<file path="src/rtl/dbus_uncached_slave.sv">
// Uncached data-bus slave: one CPU load/store -> one valid/ready memory transaction.
// Optional UNCACHED_WRITE_POST_EN: stores complete at the request handshake.
module dbus_uncached_slave #(
    parameter int unsigned TIMEOUT_CYCLES = 1024,
    parameter logic [31:0] ERR_RDATA      = 32'hDEAD_BEEF
) (
    input  logic        clk,
    input  logic        rst_n,
    input  logic        uncached_read,
    input  logic        uncached_write,
    input  logic [31:0] address,
    input  logic [31:0] wrdata,
    input  logic [3:0]  byteenable,
    output logic        uncached_stall,
    output logic [31:0] uncached_rddata,
    output logic        mem_req_valid,
    input  logic        mem_req_ready,
    output logic        mem_req_write,
    output logic [31:0] mem_req_addr,
    output logic [31:0] mem_req_wdata,
    output logic [3:0]  mem_req_be,
    input  logic        mem_resp_valid,
    input  logic [31:0] mem_resp_rdata,
    output logic        bus_error
);

    typedef enum logic [1:0] {
        S_IDLE,
        S_REQ,
        S_WAIT,
        S_DONE
    } state_t;

    localparam bit          TMO_EN   = (TIMEOUT_CYCLES != 0);
    localparam logic [31:0] TMO_LAST = 32'(TIMEOUT_CYCLES - 1);

    state_t      r_state;
    logic [31:0] r_cnt;
    logic        w_req;
    logic        w_tmo;
    logic        w_block;

    assign w_req          = uncached_read | uncached_write;
    assign uncached_stall = w_req & (r_state != S_DONE);
    assign w_tmo          = TMO_EN && (r_cnt == TMO_LAST);

`ifdef UNCACHED_WRITE_POST_EN
    logic r_pend;
    // A response arriving while a posted write is outstanding belongs to it.
    assign w_block = r_pend;
`else
    assign w_block = 1'b0;
`endif

    always_ff @(posedge clk or negedge rst_n) begin
        if (!rst_n) begin
            r_state         <= S_IDLE;
            r_cnt           <= '0;
            mem_req_valid   <= 1'b0;
            mem_req_write   <= 1'b0;
            mem_req_addr    <= '0;
            mem_req_wdata   <= '0;
            mem_req_be      <= 4'b0000;
            uncached_rddata <= '0;
            bus_error       <= 1'b0;
`ifdef UNCACHED_WRITE_POST_EN
            r_pend          <= 1'b0;
`endif
        end else begin
            bus_error <= 1'b0;
`ifdef UNCACHED_WRITE_POST_EN
            if (mem_resp_valid && r_pend) begin
                r_pend <= 1'b0;
            end
`endif
            unique case (r_state)
                S_IDLE: begin
                    if (w_req) begin
                        mem_req_addr  <= address;
                        mem_req_wdata <= wrdata;
                        mem_req_be    <= uncached_write ? byteenable : 4'b1111;
                        mem_req_write <= uncached_write;
                        mem_req_valid <= 1'b1;
                        r_state       <= S_REQ;
                    end
                end
                S_REQ: begin
                    if (mem_req_ready) begin
                        mem_req_valid <= 1'b0;
                        r_cnt         <= '0;
                        r_state       <= S_WAIT;
`ifdef UNCACHED_WRITE_POST_EN
                        // Only one posted write can be tracked at a time.
                        if (mem_req_write && !r_pend) begin
                            r_pend  <= 1'b1;
                            r_state <= S_DONE;
                        end
`endif
                    end
                end
                S_WAIT: begin
                    if (mem_resp_valid && !w_block) begin
                        if (!mem_req_write) begin
                            uncached_rddata <= mem_resp_rdata;
                        end
                        r_state <= S_DONE;
                    end else if (w_tmo) begin
                        uncached_rddata <= ERR_RDATA;
                        bus_error       <= 1'b1;
                        r_state         <= S_DONE;
`ifdef UNCACHED_WRITE_POST_EN
                        r_pend          <= 1'b0;
`endif
                    end else if (r_cnt != '1) begin
                        r_cnt <= r_cnt + 32'd1;
                    end
                end
                S_DONE: begin
                    r_state <= S_IDLE;
                end
                default: begin
                    r_state <= S_IDLE;
                end
            endcase
        end
    end

endmodule

</file>
<file path="config.mk">
export PLATFORM = sky130hd
export DESIGN_NAME = dbus_uncached_slave
export DESIGN_NICKNAME = d
export VERILOG_FILES = /design/src/rtl/dbus_uncached_slave.sv
export SDC_FILE = /design/constraint.sdc
export NUM_CORES = 1
export LEC_CHECK = 0
export ABC_AREA = 1
export CAP_MARGIN = 20
export CORE_MARGIN = 3
export CORE_UTILIZATION = 47
export DETAILED_ROUTE_END_ITERATION = 8
export MAX_ROUTING_LAYER = met4
export PLACE_DENSITY = 0.81
export REMOVE_ABC_BUFFERS = 1
export SKIP_CTS_REPAIR_TIMING = 1
export SLEW_MARGIN = 5
export SYNTH_ARGS = -nofsm -noshare
export SYNTH_HDL_FRONTEND = slang
export SYNTH_SLANG_ARGS = --single-unit
</file>
<file path="constraint.sdc">
create_clock -name clk -period 2.2 [get_ports clk]
set_clock_uncertainty 0.05 [all_clocks]
set_input_delay 0.44 -clock clk [delete_from_list [all_inputs] [get_ports clk]]
set_output_delay 0.44 -clock clk [all_outputs]
set_load 0.02 [all_outputs]
</file>
=== After elaboration in Yosys (flattened, before gate mapping) ===
Cells that the tools add are included.

* Add/subtract/negate cells: 1
* $mul: 0
* Div/mod/pow operators: 0
* $lt $le $gt $ge: 0
* Equality and inequality tests: 13
* Shift operators: 0
* Multiplexer cells: 20
* Bitwise operators: 2
* Reductions and logical operators: 9

{| class="wikitable"
|+ Operator list
! operator !! count
|-
| $mux 32 || 7
|-
| $pmux 32 s2 || 1
|-
| $add 32x1->32 const B || 1
|-
| $eq 32x10->1 const B || 1
|-
| $ne 32x32->1 const B || 1
|-
| $ne 2x2->1 const B || 7
|-
| $reduce_and 3->1 || 3
|-
| $mux 2 || 4
|-
| $pmux 2 s4 || 1
|-
| $reduce_bool 2->1 || 3
|-
| $mux 1 || 5
|-
| $reduce_and 5->1 || 1
|-
| $eq 2x2->1 const B || 2
|-
| $mux 4 || 1
|-
| $ne 3x3->1 const B || 1
|-
| $eq 2x1->1 const B || 1
|-
| $logic_not 2->1 || 1
|-
| $pmux 1 s2 || 1
|-
| $reduce_and 2->1 || 1
|-
| $and 1x1->1 || 1
|-
| $or 1x1->1 || 1
|}

* Register bits after elaboration: 137
* Latch bits: 0
* Memory bits (writable): 0
* ROM bits: 0
* Input port bits: 106
* Output and inout port bits: 104
* Logic and storage cells: 54
* Memories kept: 0

=== Logic depth before layout (Yosys ltp) ===
* Depth in word-level cells: 5
* Mapped depth: 12

=== Worst setup path after synthesis ===
OpenSTA, ideal clock, no wires.

* Path type: reg-to-reg
* Start point: register r_cnt[0]
* End point: register r_cnt[27]
* Setup time: 117 ps
* Arrival: 1574 ps
* Slack: 459 ps
* Cell stages (with the launch flop): 13
* Path buffers: 2
* Path through: dfrtp_1 > ha_1 > nand2_2 > nor2_4 > nand2_4 > nor2_4 > nand3_1 > nand2_2 > nor2_2 > buf_6 > buf_6 > nand2_1 > nand2_1

* Word-level cells in the longest chain between the ends: 5
* Elaborated cells between the ends (all ways): 10
* Classes of those cells: add/sub: 1; eq/ne: 4; mux: 4; reduce/logical: 1

{| class="wikitable"
|+ Ends and longest elaborated chain
! element !! RTL line !! source
|-
| start, declared || 38 || <nowiki>logic [31:0] r_cnt;</nowiki>
|-
| start signal, assigned || 115 || <nowiki>r_cnt <= r_cnt + 32'd1;</nowiki>
|-
| $add 32x1->32 || 115 ||
|-
| $mux 32 || 114 || <nowiki>end else if (r_cnt != '1) begin</nowiki>
|-
| $mux 32 || 107 || <nowiki>end else if (w_tmo) begin</nowiki>
|-
| $mux 32 || 102 || <nowiki>if (mem_resp_valid && !w_block) begin</nowiki>
|-
| $pmux 32 s2 || 76 || <nowiki>unique case (r_state)</nowiki>
|}

Several ways; a longest one is shown, not always the timed one. The select of a mux whose other input is x is not followed.
A chain may end at the register's enable or synchronous reset.

=== Worst setup path in the final report ===
* Start point: register r_cnt[5]
* End point: register uncached_rddata[23]

* Word-level cells in the longest chain between the ends: 3

{| class="wikitable"
|+ Ends and longest elaborated chain
! element !! RTL line !! source
|-
| $eq 32x10->1 || 45 || <nowiki>assign w_tmo = TMO_EN && (r_cnt == TMO_LAST);</nowiki>
|-
| $reduce_bool 2->1 (no line) || -- ||
|-
| $reduce_and 3->1 (no line) || -- ||
|-
| end signal, assigned || 104 || <nowiki>uncached_rddata <= mem_resp_rdata;</nowiki>
|-
| end, declared || 15 || <nowiki>output logic [31:0] uncached_rddata,</nowiki>
|}

No other way between the ends.

==> results.txt <==
first-pass GRT wire length: 32.7 mm
total power: 13.0 mW
top-count cell post-synth: nand2_1
Primary FF master, synth: dfrtp_1
antenna violations before repair: 0
cell count of the worst hold path: 2
Hold Crit Class: reg -> reg
unrepaired setup endpoints after global routing: false
worst r2r src: r_cnt[5]
TritonCTS Buffers: 17
I/O pin cnt: 210
drt first-iter violations: 462
Sw Ratio: 39.2%
fillers: 1,064
R2R Path End: uncached_rddata[23]
most used cell along the critical path: nand2_1
area of the core: 13,600 um2
GPL Wtd Cong: 0.966
fraction of registers with async set/reset: 100%
Syn Inst Count: 901
internal power: 7.89 mW
CP max-delay cell: dfrtp_1
DR pass1 iterations: 5
final net count: 1,241
Chip Height: 125 um
crit path time final: 2.01 ns
hpwl dp: 14.6 mm
Final Hold Vio Count: 0
CTS root buf: clkbuf_16
critical path peak fanout: 32
Leak: 4.71 nW
antenna-violating nets left: 0
final std cells w/o fill: 1,319
slew margin rel.: 67.5%
Worst path max stage delay: 0.40 ns
initial core utilization: 49.2%
Tot GR Track Use: 26.7%
synthesized flop and latch total: 137
crit share post-route: 91.4%
Pwr per Cell Area: 1330 nW/um2
Crit path arrival time: 2.25 ns
Tightest Pin Transition: 0.486 ns
Clock power frac: 22.5%
Worst Setup SP: r_cnt[5]
mean post-synth cell area: 7.40 um2
register area share after synthesis: 51.4%
H-tree levels: 4
area grow syn2layout: 46.6%
routed wire length: 20.1 mm
cell breakdown of the critical path: nand2_1 -> nor2_2 -> nand2_4 -> nor2_4 -> nand3_1 -> nand2_2 -> buf_8 -> nand2_1 -> buf_4 -> nand2_1 -> nand2_1
post-route setup slack: 0.189 ns
Final Max Slew Viols: 0
crit path capture type: flop
Comb pwr share: 46.7%
DR DRC count: 0
Max Root-Sink Buffers: 2
sequential share of power: 30.7%
worst vdd ir: 0.000799 V
synthesized area: 6660 um2
dpl cells: 1,285
Buf/Inv on CP: 2
EDFF count, synth: 0
Netlist cell types: 28
setup_tns: 0 ns
final instance area: 9770 um2
pin count of the biggest net entering global routing: 69
hold_sp: mem_req_addr[4]
vias in the first global route: 6,317
crit path kind: reg -> reg
WHS Endpoint: mem_req_addr[4]
layout cell share with drive strength beyond 1: 9.36%
P_sw: 5.08 mW
pre-CTS setup slack: -0.288 ns
maxcap violations: 0
DR WL/cell: 15.3 um
GRT overflow: 0
Sink Count: 137
CP required: 2.44 ns
synth warn: 0
top cells by area, synth: dfrtp_1 (51%), nand2_1 (26%), nor2_1 (4.4%)
Reg clk slew, reported paths: 0.06 ns
critical path launch point type: flop
cell taking the most area after synthesis: dfrtp_1
vias: 6,556
r2r worst-path depth: 11
cell family with most CP delay: simple AND/OR/NAND/NOR gates
Commonest cells post-synth: nand2_1 (456), dfrtp_1 (137), nor2_1 (78)
setup violators final: 0
final core utilization: 72.0%
Chip Width: 125 um
final hold slack: 0.417 ns
FMAX: 497 MHz
top-area cell type share of the netlist area: 51.4%
outcome: complete, no violations
Clk Latency, worst-skew pair: 0.41 ns
post-DR vias/cell: 4.97
die area: 15,600 um2
Diodes inserted: 0
IO buf count: 209
CTS tree: built
Rows: 42
Reg2Reg Setup Slack: 0.19 ns
DP Area: 9120 um2
## per-layer routing
| metal | part of all wire (%) | GRT usage (%) |
|---|---|---|
| met1 | 41 | 33.4 |
| met2 | 50 | 43.1 |
| met3 | 6.1 | 4.86 |
| met4 | 3.6 | 11.0 |
| met5 | 0 | - |
## layout by cell type, fill, tap and decap left out, drive strengths merged, types with 12 or more instances in the layout
master,n
nand2,460
or2,24
inv,50
dfrtp,137
clkbuf,19
nor2,84
nand3,45
buf,35
o21ai,13
a21oi,18
clkdlybuf4s50,207
nor3,12
## worst min-delay path, stage by stage, from the launching register on
cell	delay, ns
dfrtp_1	0.34
nand2_1	0.05
nand2_1	0.04
## area by class of cell
cell class                 count  area, um2  area share [%]
tap                          176        220            2.25
clock inverter                13        168            1.72
sequential                   137       3430            35.1
multi-input combinational    682       2900            29.7
inverter                      48        180            1.84
timing repair buffer         244       2430            24.8
clock buffer                  19        443            4.53
## power groups by stage
stage / Clock [mW] / Combinational (mW) / Sequential (mW)
after floorplan: 0 / 1.79 / 5.10
after global placement: 0 / 5.91 / 3.96
after detailed placement: 0 / 6.02 / 4.00
after CTS: 2.98 / 6.07 / 3.98
after global routing: 3.10 / 6.52 / 4.11
final: 2.92 / 6.06 / 3.99
## how the worst max path moves through the flow
| stage | to | slack, ns | cells after the start |
|---|---|---|---|
| final | uncached_rddata[23] | 0.19 | 11 |
| after global routing | uncached_rddata[23] | 0.03 | 12 |
| after CTS | r_cnt[13] | -0.20 | 8 |
| after detailed placement | r_cnt[10] | -0.29 | 7 |
| after global placement | r_cnt[10] | -0.22 | 7 |
| after floorplan | mem_req_valid | -2.68 | 6 |
## cell families after synthesis
logic type / share of synthesized area [%]
and+or+nand+nor: 39.0
DFF: 51.4
buffers and inverters: 5.16
AOI/OAI and AO/OA: 3.08
adders and majority gates: 0.939
xor gates and xnor gates: 0.394
## state kept, by name (all words and copies together), names as in the netlist
signal           flops
mem_req_valid        1
mem_req_wdata       32
r_cnt               32
bus_error            1
mem_req_write        1
mem_req_addr        32
r_state              2
mem_req_be           4
uncached_rddata     32
Note: power is estimated with default switching activity, not from simulation.
